### src/rtl/layer_6_relu_pool_if.sv
// layer_6_relu_pool_if: snoop strobes, buffer read port and pooled-output stream of layer 6.
// The master modport is the pooling block; the slave modport is the surrounding buffer/consumer.
interface layer_6_relu_pool_if #(
    parameter int DATA_W = 8,
    parameter int ADDR_W = 7
);
    logic              conv_start;
    logic              conv_wr_en;
    logic              layer_6_relu_begin;
    logic              rd_en;
    logic [ADDR_W-1:0] rd_addr;
    logic [DATA_W-1:0] rd_data;
    logic [DATA_W-1:0] pool_data;
    logic [3:0]        pool_index;
    logic              pool_valid;
    logic              pool_ready;
    logic              layer_6_busy;
    logic              layer_6_complete;

    modport master (
        input  conv_start, conv_wr_en, layer_6_relu_begin, rd_data, pool_ready,
        output rd_en, rd_addr, pool_data, pool_index, pool_valid, layer_6_busy, layer_6_complete
    );

    modport slave (
        output conv_start, conv_wr_en, layer_6_relu_begin, rd_data, pool_ready,
        input  rd_en, rd_addr, pool_data, pool_index, pool_valid, layer_6_busy, layer_6_complete
    );
endinterface

### src/rtl/layer_6_relu_pool.sv
// layer_6_relu_pool: ReLU + 2x2/stride-2 max pooling over the buffered layer-5 feature map.
// Snoops buffer writes so a row pair is only read once it has been fully written.
module layer_6_relu_pool #(
    parameter int MAP_W  = 8,
    parameter int MAP_H  = 8,
    parameter int DATA_W = 8,
    parameter int ADDR_W = 7
) (
    input logic                 clk,
    input logic                 rst_n,
    layer_6_relu_pool_if.master bus
);
    localparam int NPIX  = MAP_W * MAP_H;
    localparam int CNT_W = $clog2(NPIX + 1);
    localparam int PC_W  = (MAP_W > 2) ? $clog2(MAP_W / 2) : 1;
    localparam int PR_W  = (MAP_H > 2) ? $clog2(MAP_H / 2) : 1;

    typedef enum logic [2:0] {IDLE, WAIT, READ, DRAIN, OUT, DONE} state_t;

    state_t                    state_q;
    logic [CNT_W-1:0]          snoop_q, snoop_d, cnt_now;
    logic [PR_W-1:0]           pr_q, pr_n, sel_pr;
    logic [PC_W-1:0]           pc_q, pc_n, sel_pc;
    logic [1:0]                rd_cnt_q;
    logic                      begin_q, rv_q, last_pc, last_win, go;
    logic signed [DATA_W-1:0]  acc_q, acc_d;
    logic [ADDR_W-1:0]         rd_addr_q, rd_addr_nx, base;
    logic [DATA_W-1:0]         pool_data_q;
    logic [3:0]                pool_index_q;

    // In OUT the threshold and base are evaluated for the next window so reads restart right after acceptance
    always_comb begin
        last_pc    = pc_q == PC_W'(MAP_W / 2 - 1);
        last_win   = last_pc && pr_q == PR_W'(MAP_H / 2 - 1);
        pc_n       = last_pc ? '0 : pc_q + 1'b1;
        pr_n       = last_pc ? pr_q + 1'b1 : pr_q;
        sel_pr     = (state_q == OUT) ? pr_n : pr_q;
        sel_pc     = (state_q == OUT) ? pc_n : pc_q;
        cnt_now    = snoop_q + CNT_W'(bus.conv_wr_en && snoop_q < CNT_W'(NPIX));
        go         = int'(cnt_now) >= (int'(sel_pr) + 1) * 2 * MAP_W;
        base       = ADDR_W'(int'(sel_pr) * 2 * MAP_W + int'(sel_pc) * 2);
        rd_addr_nx = rd_addr_q + ((rd_cnt_q == 2'd1) ? ADDR_W'(MAP_W - 1) : ADDR_W'(1));
        snoop_d    = (bus.conv_start && (state_q == IDLE || state_q == DONE)) ? '0 : cnt_now;
        acc_d      = (rv_q && $signed(bus.rd_data) > acc_q) ? $signed(bus.rd_data) : acc_q;
    end

    always_ff @(posedge clk or negedge rst_n) begin
        if (!rst_n) begin
            state_q      <= IDLE;
            snoop_q      <= '0;
            pr_q         <= '0;
            pc_q         <= '0;
            rd_cnt_q     <= '0;
            begin_q      <= 1'b0;
            rv_q         <= 1'b0;
            acc_q        <= '0;
            rd_addr_q    <= '0;
            pool_data_q  <= '0;
            pool_index_q <= '0;
        end else begin
            snoop_q <= snoop_d;
            begin_q <= bus.layer_6_relu_begin;
            rv_q    <= state_q == READ;
            acc_q   <= acc_d;
            case (state_q)
                IDLE: if (bus.layer_6_relu_begin && !begin_q) begin
                    state_q <= WAIT;
                    pr_q    <= '0;
                    pc_q    <= '0;
                end
                WAIT: if (go) begin
                    state_q   <= READ;
                    rd_addr_q <= base;
                    rd_cnt_q  <= '0;
                    acc_q     <= '0;
                end
                READ: begin
                    rd_cnt_q <= rd_cnt_q + 2'd1;
                    if (rd_cnt_q == 2'd3) state_q <= DRAIN;
                    else rd_addr_q <= rd_addr_nx;
                end
                DRAIN: begin
                    state_q      <= OUT;
                    pool_data_q  <= acc_d;
                    pool_index_q <= 4'(int'(pr_q) * (MAP_W / 2) + int'(pc_q));
                end
                OUT: if (bus.pool_ready) begin
                    pc_q <= pc_n;
                    pr_q <= pr_n;
                    if (last_win) state_q <= DONE;
                    else if (go) begin
                        state_q   <= READ;
                        rd_addr_q <= base;
                        rd_cnt_q  <= '0;
                        acc_q     <= '0;
                    end else state_q <= WAIT;
                end
                DONE: state_q <= IDLE;
                default: state_q <= IDLE;
            endcase
        end
    end

    assign bus.rd_en            = state_q == READ;
    assign bus.rd_addr          = rd_addr_q;
    assign bus.pool_data        = pool_data_q;
    assign bus.pool_index       = pool_index_q;
    assign bus.pool_valid       = state_q == OUT;
    assign bus.layer_6_busy     = state_q != IDLE;
    assign bus.layer_6_complete = state_q == DONE;
endmodule

### src/flat_wrapper.sv
// flat-port wrapper written by rule: the top's interface ports become plain ports
module layer_6_relu_pool_flat 
#(
    parameter int MAP_W  = 8,
    parameter int MAP_H  = 8,
    parameter int DATA_W = 8,
    parameter int ADDR_W = 7
)
  (clk, rst_n, bus_conv_start, bus_conv_wr_en, bus_layer_6_relu_begin, bus_rd_data, bus_pool_ready, bus_rd_en, bus_rd_addr, bus_pool_data, bus_pool_index, bus_pool_valid, bus_layer_6_busy, bus_layer_6_complete);
  layer_6_relu_pool_if #(.DATA_W(DATA_W), .ADDR_W(ADDR_W)) bus_i ();
  input logic clk;
  input logic rst_n;
  input wire logic [$bits(bus_i.conv_start)-1:0] bus_conv_start;
  input wire logic [$bits(bus_i.conv_wr_en)-1:0] bus_conv_wr_en;
  input wire logic [$bits(bus_i.layer_6_relu_begin)-1:0] bus_layer_6_relu_begin;
  input wire logic [$bits(bus_i.rd_data)-1:0] bus_rd_data;
  input wire logic [$bits(bus_i.pool_ready)-1:0] bus_pool_ready;
  output wire logic [$bits(bus_i.rd_en)-1:0] bus_rd_en;
  output wire logic [$bits(bus_i.rd_addr)-1:0] bus_rd_addr;
  output wire logic [$bits(bus_i.pool_data)-1:0] bus_pool_data;
  output wire logic [$bits(bus_i.pool_index)-1:0] bus_pool_index;
  output wire logic [$bits(bus_i.pool_valid)-1:0] bus_pool_valid;
  output wire logic [$bits(bus_i.layer_6_busy)-1:0] bus_layer_6_busy;
  output wire logic [$bits(bus_i.layer_6_complete)-1:0] bus_layer_6_complete;
  assign bus_i.conv_start = bus_conv_start;
  assign bus_i.conv_wr_en = bus_conv_wr_en;
  assign bus_i.layer_6_relu_begin = bus_layer_6_relu_begin;
  assign bus_i.rd_data = bus_rd_data;
  assign bus_i.pool_ready = bus_pool_ready;
  assign bus_rd_en = bus_i.rd_en;
  assign bus_rd_addr = bus_i.rd_addr;
  assign bus_pool_data = bus_i.pool_data;
  assign bus_pool_index = bus_i.pool_index;
  assign bus_pool_valid = bus_i.pool_valid;
  assign bus_layer_6_busy = bus_i.layer_6_busy;
  assign bus_layer_6_complete = bus_i.layer_6_complete;
  layer_6_relu_pool #(.MAP_W(MAP_W), .MAP_H(MAP_H), .DATA_W(DATA_W), .ADDR_W(ADDR_W)) u_core (.clk(clk), .rst_n(rst_n), .bus(bus_i));
endmodule
### config.mk
export PLATFORM = sky130hd
export DESIGN_NAME = layer_6_relu_pool_flat
export DESIGN_NICKNAME = d
export VERILOG_FILES = /design/src/rtl/layer_6_relu_pool_if.sv /design/src/rtl/layer_6_relu_pool.sv /design/src/flat_wrapper.sv
export SDC_FILE = /design/constraint.sdc
export NUM_CORES = 1
export LEC_CHECK = 0
export CORE_MARGIN = 5
export CORE_UTILIZATION = 55
export CTS_CLUSTER_DIAMETER = 30
export DETAILED_ROUTE_END_ITERATION = 12
export GPL_ROUTABILITY_DRIVEN = 0
export HOLD_SLACK_MARGIN = 0.03
export PLACE_DENSITY_LB_ADDON = 0.08
export SYNTH_ARGS = -nofsm -noshare
export SYNTH_HDL_FRONTEND = slang
export SYNTH_SLANG_ARGS = --single-unit
### constraint.sdc
create_clock -name clk -period 4 [get_ports clk]
set_input_delay 1 -clock clk [delete_from_list [all_inputs] [get_ports clk]]
set_output_delay 1 -clock clk [all_outputs]
set_load 0.02 [all_outputs]
==> results.txt, run 1 <==
----------------------------------------------------
[Worst setup path]
  Most used cell, CP ... ha_1
  Critical path's largest stage delay ... 730 ps
  Launch point of the worst reg-to-reg path ... u_core.state_q[0]
  Number of cells on the worst reg-to-reg path ... 13
  Worst setup SP type ... input port
  Critical Path RT ... 4130 ps
  Worst reg-to-reg setup slack ... 430 ps
  Cell depth of the worst setup path ... 12
  Slowest cell on crit path ... nor2_1
  Arrival time at the worst endpoint ... 3820 ps
  Crit path to ... u_core.rd_cnt_q[1]
  Ordered list of cells on the worst path ... clkdlybuf4s50_1 -> nor2b_1 -> ha_1 -> ha_1 -> nand3_1 -> xor2_1 -> ha_1 -> nand2_1 -> nor4_1 -> a311oi_2 -> nor2_1 -> o22ai_1
  Worst Path Class, Setup ... input port to register
  Critical path buffers and inverters ... 1
  Crit path max fanout ... 12
  Capture instance of the worst register-to-register path ... u_core.rd_cnt_q[1]
  Worst setup EP type ... register
  Top delay family on crit path ... simple AND/OR/NAND/NOR gates
  Worst setup path start ... bus_conv_wr_en

[Cells and area]
  Final cell area excluding filler cells ... 0.00324 mm^2
  FILL cells ... 413
  Final std cells w/o fill ... 399
  Fraction of layout cells with a size suffix above 1 ... 0.0693
  N_diodes ... 0
  Area taken by multi-input logic gates ... 0.00143 mm^2
  Register area ... 0.00113 mm^2
  NumNets Final ... 367
  Area growth from synthesis to layout ... 20.0%

[Timing]
  Setup violators final ... 0
  Clock Skew ... 6.50 ps
  Worst rel slew slack ... 0.326
  Worst slew pin tran ... 1010 ps
  Tcrit/Tclk final ... 0.922
  TNS Setup ... 0 ps
  Final critical path time including I/O delays and setup ... 3690 ps
  Maximum frequency from static timing analysis ... 271 MHz
  Final hold slack ... 488 ps
  Number of max-slew violations in the final report ... 0
  Final hold vios ... 0
  Unrepaired setup endpoints after global routing ... no

[Floorplan]
  Io pins ... 37
  Die ar. ... 0.00641 mm^2
  Core Rows ... 25
  Chip width ... 80.1 um
  CORE AREA ... 0.00475 mm^2
  Die Span Y ... 80.1 um
  Initial standard-cell utilization of the core ... 0.568

[Run status]
  Outcome ... complete, no violations

[Route]
  Post-detailed-routing wire length ... 6060 um
  Via Count ... 2281
  Number of detailed-route iterations in the first pass ... 5
  Via density ... 5.72
  Routed wirelength normalized by instance count ... 15.2 um
  Antenna viol nets, final ... 0
  Number of design rule violations left after detail routing ... 0
  DRT iter0 DRCs ... 126

[Placed design]
  Cell area after placement ... 0.00312 mm^2
  Post-detail-place hpwl ... 4420 um
  Dpl cells ... 391
  Number of port buffers ... 36

[Synthesis]
  Main combinational cell family by area after synthesis ... simple AND/OR/NAND/NOR gates
  Synth Area in Simple Gates ... 0.207
  Net count after synthesis ... 330
  Portion of netlist area occupied by mux cells ... 0.0116
  Top flip-flop cell by instance count after synthesis ... dfrtp_1
  Post-synth EDFFs ... 0
  Number of different library cells in the post-synthesis netlist ... 52
  Cell area after synthesis ... 0.00270 mm^2
  Yosys warning total ... 0
  Fraction of the yosys area taken by sequential cells ... 0.417
  Number of flip-flops and latches in the synthesized netlist ... 45
  Compound-cell area share of the yosys netlist ... 0.176
  Synthesized area per cell ... 9.18 um^2
  Post-Synth XOR/XNOR Area ... 0.0292
  Adder and majority gate portion of the synthesized area ... 0.105
  Share of synthesized registers carrying an async set or reset ... 1.00
  Post-synthesis cell count ... 294

[Worst hold path]
  Class of the worst hold path ... register to register
  Startpoint of the lowest-slack hold path ... u_core.bus.pool_index[2]

[Clocking]
  Cts bufs inserted ... 5
  Clk sink count ... 45
  Number of setup buffers added after CTS ... 0
  Worst skew pair latency ... 300 ps
  CTS tree ... done
  Resized cells post-CTS ... 0
  Post-cts hold buffer count ... 0
  CTS root buf ... clkbuf_8
  Clock H-tree levels ... 2
  Clock-pin slew of the registers on the worst-case setup and hold paths ... 80 ps
  Clock tree buffer depth ... 2

[Pwr]
  Power density relative to cell area ... 598 mW/mm^2
  Maximum resistive drop on vdd ... 278 uV
  Leakage power ... 1.41 nW
  Tot Pwr ... 1.94 mW

[Global routing]
  Wire length of the first global-routing pass ... 10500 um
  Overall overflow remaining after global route ... 0
  Number of antenna violations at the first check in global routing ... 0
  Overall global routing resource usage ... 0.209
  Maximum number of pins on one net before global-route repair ... 46
  Via count of the first global-routing pass ... 2227

[Flow run]
  Total of max-cap violations ... 0

----------------------------------------------------
[where the power goes]
group	total, mW	internal [mW]	switching, mW
Clock	0.364	0.203	0.161
Sequential	0.733	0.601	0.132
Combinational	0.840	0.383	0.457
Total	1.94	1.19	0.750
[through the flow]
step | worst slack [ps] | util
after floorplan | 750 | -
after global placement | 70.6 | 0.656
after detailed placement | 21.4 | 0.656
after CTS | 350 | 0.681
after global routing | 34.1 | 0.681
final | 312 | 0.681
[worst min path at each step]
stage	cells past startpoint	endpoint
2_1_floorplan	2	u_core.bus.pool_index[3]
3_3_place_gp	2	u_core.bus.pool_index[2]
3_5_place_dp	2	u_core.bus.pool_index[2]
4_1_cts	2	u_core.bus.pool_index[2]
5_1_grt	2	u_core.bus.pool_index[0]
6_report	2	u_core.bus.pool_index[2]
[Yosys cell counts (all sizes together), types with 3 or more instances]
master / instances / area [um^2]
a21oi: 11 / 55.1
and2: 5 / 31.3
clkbuf: 9 / 33.8
dfrtp: 45 / 1130
ha: 21 / 263
inv: 22 / 82.6
nand2: 39 / 154
nand3: 21 / 105
nand4: 11 / 68.8
nor2: 13 / 48.8
nor2b: 5 / 31.3
o211ai: 13 / 97.6
o21a: 3 / 22.5
o21ai: 23 / 119
xnor2: 5 / 43.8
xor2: 4 / 35.0
[tightest hold or removal path, stage by stage, from the launching register on]
cell     delay, ps
dfrtp_1        350
nand2_1         50
nand2_1         50
[routing by layer]
layer / share of wire / vias up / GRT usage
met4: 0.015 / 0 / 0.0591
li1: - / 1124 / -
met1: 0.46 / 1099 / 0.278
met5: 0 / - / 0
met2: 0.49 / 51 / 0.353
met3: 0.035 / 7 / 0.0303
[logic make-up after synthesis]
family,count (synthesis)
and+or+nand+nor,111
AOI/OAI and AO/OA,70
DFF,45
buffers and inverters,34
adders and majority gates,22
xor gates and xnor gates,9
muxes,3
[cells in the final DEF, fill, tap and decap left out, drive strengths merged, types with 3 or more instances in the layout]
master,netlist,final
o21a,3,3
o21ai,23,23
and2,5,5
nand3,21,21
nand4,11,11
ha,21,21
o211ai,13,13
nor2b,5,5
a21oi,11,11
buf,2,6
dfrtp,45,45
xnor2,5,5
nor2,13,13
clkdlybuf4s50,0,35
nand2,39,39
xor2,4,4
inv,22,22
clkbuf,9,6
[flip-flops by register name, summed over array words and instances, names as in the netlist, 2 cells and up]
signal                 flops
u_core.acc_q               8
u_core.bus.pool_data       8
u_core.bus.pool_index      4
u_core.bus.rd_addr         7
u_core.pc_q                2
u_core.pr_q                2
u_core.rd_cnt_q            2
u_core.snoop_q             7
u_core.state_q             3
[area by class of cell]
| class | count | area share |
|---|---|---|
| clock buffers | 6 | 0.0255 |
| clock inverters | 2 | 0.0116 |
| inverters | 23 | 0.0282 |
| multi-input cells | 215 | 0.440 |
| flip-flops and latches | 45 | 0.348 |
| well taps | 67 | 0.0259 |
| repair buffers | 41 | 0.121 |
Note: power is estimated with default switching activity, not from simulation.
==> run 2: changes to the inputs <==
- CORE_ASPECT_RATIO: unset -> 1.1
- SLEW_MARGIN: unset -> 20
==> results.txt, run 2 (synthesis results as in run 1) <==
----------------------------------------------------
[Run status]
  Outcome ... complete, no violations

[Pwr]
  Sequential cell fraction of total power ... 0.384
  Power density relative to cell area ... 586 mW/mm^2
  Net load switching power ... 744 uW
  Switching share of power ... 0.394
  Maximum resistive drop on vdd ... 285 uV
  Clock network power share ... 0.165
  Internal power component ... 1.15 mW
  Portion of total power attributed to combinational logic ... 0.451
  Leakage power ... 1.42 nW

[Worst setup path]
  Launch point of the worst reg-to-reg path ... u_core.state_q[1]
  Worst Path Class, Setup ... input port to register
  Critical Path RT ... 4190 ps
  Arrival time at the worst endpoint ... 3740 ps
  Number of cells on the worst reg-to-reg path ... 14
  Worst setup SP type ... input port
  Worst setup path start ... bus_conv_wr_en
  Worst setup EP type ... register
  Worst reg-to-reg setup slack ... 530 ps
  Crit path max fanout ... 8

[Cells and area]
  NumNets Final ... 369
  Fraction of layout cells with a size suffix above 1 ... 0.0778
  Final std cells w/o fill ... 390
  Commonest cells after routing, fill and taps aside ... dfrtp_1, nand2_1, clkdlybuf4s50_1
  Most common cell after layout, fill and taps aside ... dfrtp_1
  N_diodes ... 0
  FILL cells ... 392
  Area growth from synthesis to layout ... 19.6%

[Clocking]
  Clock tree buffer depth ... 2
  Clock-pin slew of the registers on the worst-case setup and hold paths ... 80 ps
  Clock H-tree levels ... 2
  CTS tree ... done
  Number of setup buffers added after CTS ... 0
  Worst skew pair latency ... 300 ps
  Clk sink count ... 45
  Cts bufs inserted ... 5
  CTS root buf ... clkbuf_8

[Route]
  Via density ... 5.92
  Routed wirelength normalized by instance count ... 15.4 um
  DRT iter0 DRCs ... 143
  Number of design rule violations left after detail routing ... 0
  Post-detailed-routing wire length ... 6010 um
  Via Count ... 2307
  Antenna viol nets, final ... 0
  Number of detailed-route iterations in the first pass ... 4

[Timing]
  Clock Skew ... 10.8 ps
  Tcrit/Tclk final ... 0.888
  Final critical path time including I/O delays and setup ... 3550 ps
  Setup violators final ... 0
  TNS Setup ... 0 ps
  Maximum frequency from static timing analysis ... 282 MHz
  Final hold vios ... 0
  Worst slew pin tran ... 718 ps
  Unrepaired setup endpoints after global routing ... no
  Number of max-slew violations in the final report ... 0
  Worst rel slew slack ... 0.515

[Global routing]
  Overall global routing resource usage ... 0.199
  Overall overflow remaining after global route ... 0
  Wire length of the first global-routing pass ... 10700 um
  Number of antenna violations at the first check in global routing ... 0
  Via count of the first global-routing pass ... 2329
  Maximum number of pins on one net before global-route repair ... 46

[Placed design]
  Post-detail-place hpwl ... 4390 um
  Number of port buffers ... 36
  Dpl cells ... 382

[Floorplan]
  Io pins ... 37
  Chip width ... 76.8 um
  Die Span Y ... 83.5 um
  Core Rows ... 26
  Die ar. ... 0.00641 mm^2
  CORE AREA ... 0.00472 mm^2
  Initial standard-cell utilization of the core ... 0.572

[Worst hold path]
  Startpoint of the lowest-slack hold path ... u_core.bus.pool_index[3]
  Class of the worst hold path ... register to register
  Min-Delay Path Depth ... 2

[Flow run]
  Total of max-cap violations ... 0

----------------------------------------------------
==> run 2: area by class of cell <==
class | count | area [um^2] | share of cell area
Sequential cell | 45 | 1130 | 0.349
Clock inverter | 1 | 5.00 | 0.00155
Clock buffer | 7 | 96.3 | 0.0299
Timing Repair Buffer | 43 | 410 | 0.127
Tap cell | 56 | 70.1 | 0.0217
Multi-Input combinational cell | 215 | 1430 | 0.442
Inverter | 23 | 91.3 | 0.0283
==> run 2: critical path: stages <==
cell	delay, ps
clkdlybuf4s50_1	440
nor2b_1	130
ha_1	180
ha_1	210
nand3_1	100
xor2_1	170
ha_1	280
nand2_1	50
nor4_1	220
a311oi_2	160
buf_4	190
o21ai_0	230
mux2_2	360
==> run 2: metrics by stage <==
stage	hold slack (ps)	total power [mW]	cell area [um^2]	setup WS (ps)	util
floorplan	480	1.26	2700	750	-
CTS	493	1.90	3220	294	0.683
finish	485	1.89	3230	449	0.684
global placement	463	1.57	3120	-1.58	0.662
detailed placement	474	1.58	3120	-26.3	0.662
global route	520	2.04	3230	182	0.684
==> run 2: path summary, 6_finish.rpt <==
| check | to |
|---|---|
| worst max-delay path | u_core.bus.rd_addr[2] |
| worst min-delay path | u_core.bus.pool_index[3] |
| worst max register to register | u_core.bus.rd_addr[2] |
| worst min register to register | u_core.bus.pool_index[3] |
| max in group asynchronous | u_core.bus.pool_data[0] |
| min in group asynchronous | u_core.bus.pool_data[7] |
==> run 2: timing repair <==
action	CTS	global route
gates resized for setup	0	1
setup endpoints to repair	0	1
hold buffers	0	0
==> run 2: power groups by stage <==
stage                     Clock [mW]  Combinational, mW  Sequential [mW]
after floorplan                    0              0.468            0.795
after global placement             0              0.840            0.728
after detailed placement           0              0.851            0.734
after CTS                      0.320              0.859            0.725
after global routing           0.339              0.956            0.748
final                          0.311              0.853            0.725
==> run 2: layer usage <==
metal	track usage	wire length [um]
met2	0.324	2890
met1	0.271	2820
met4	0.0525	67
met3	0.0389	227
met5	0	0
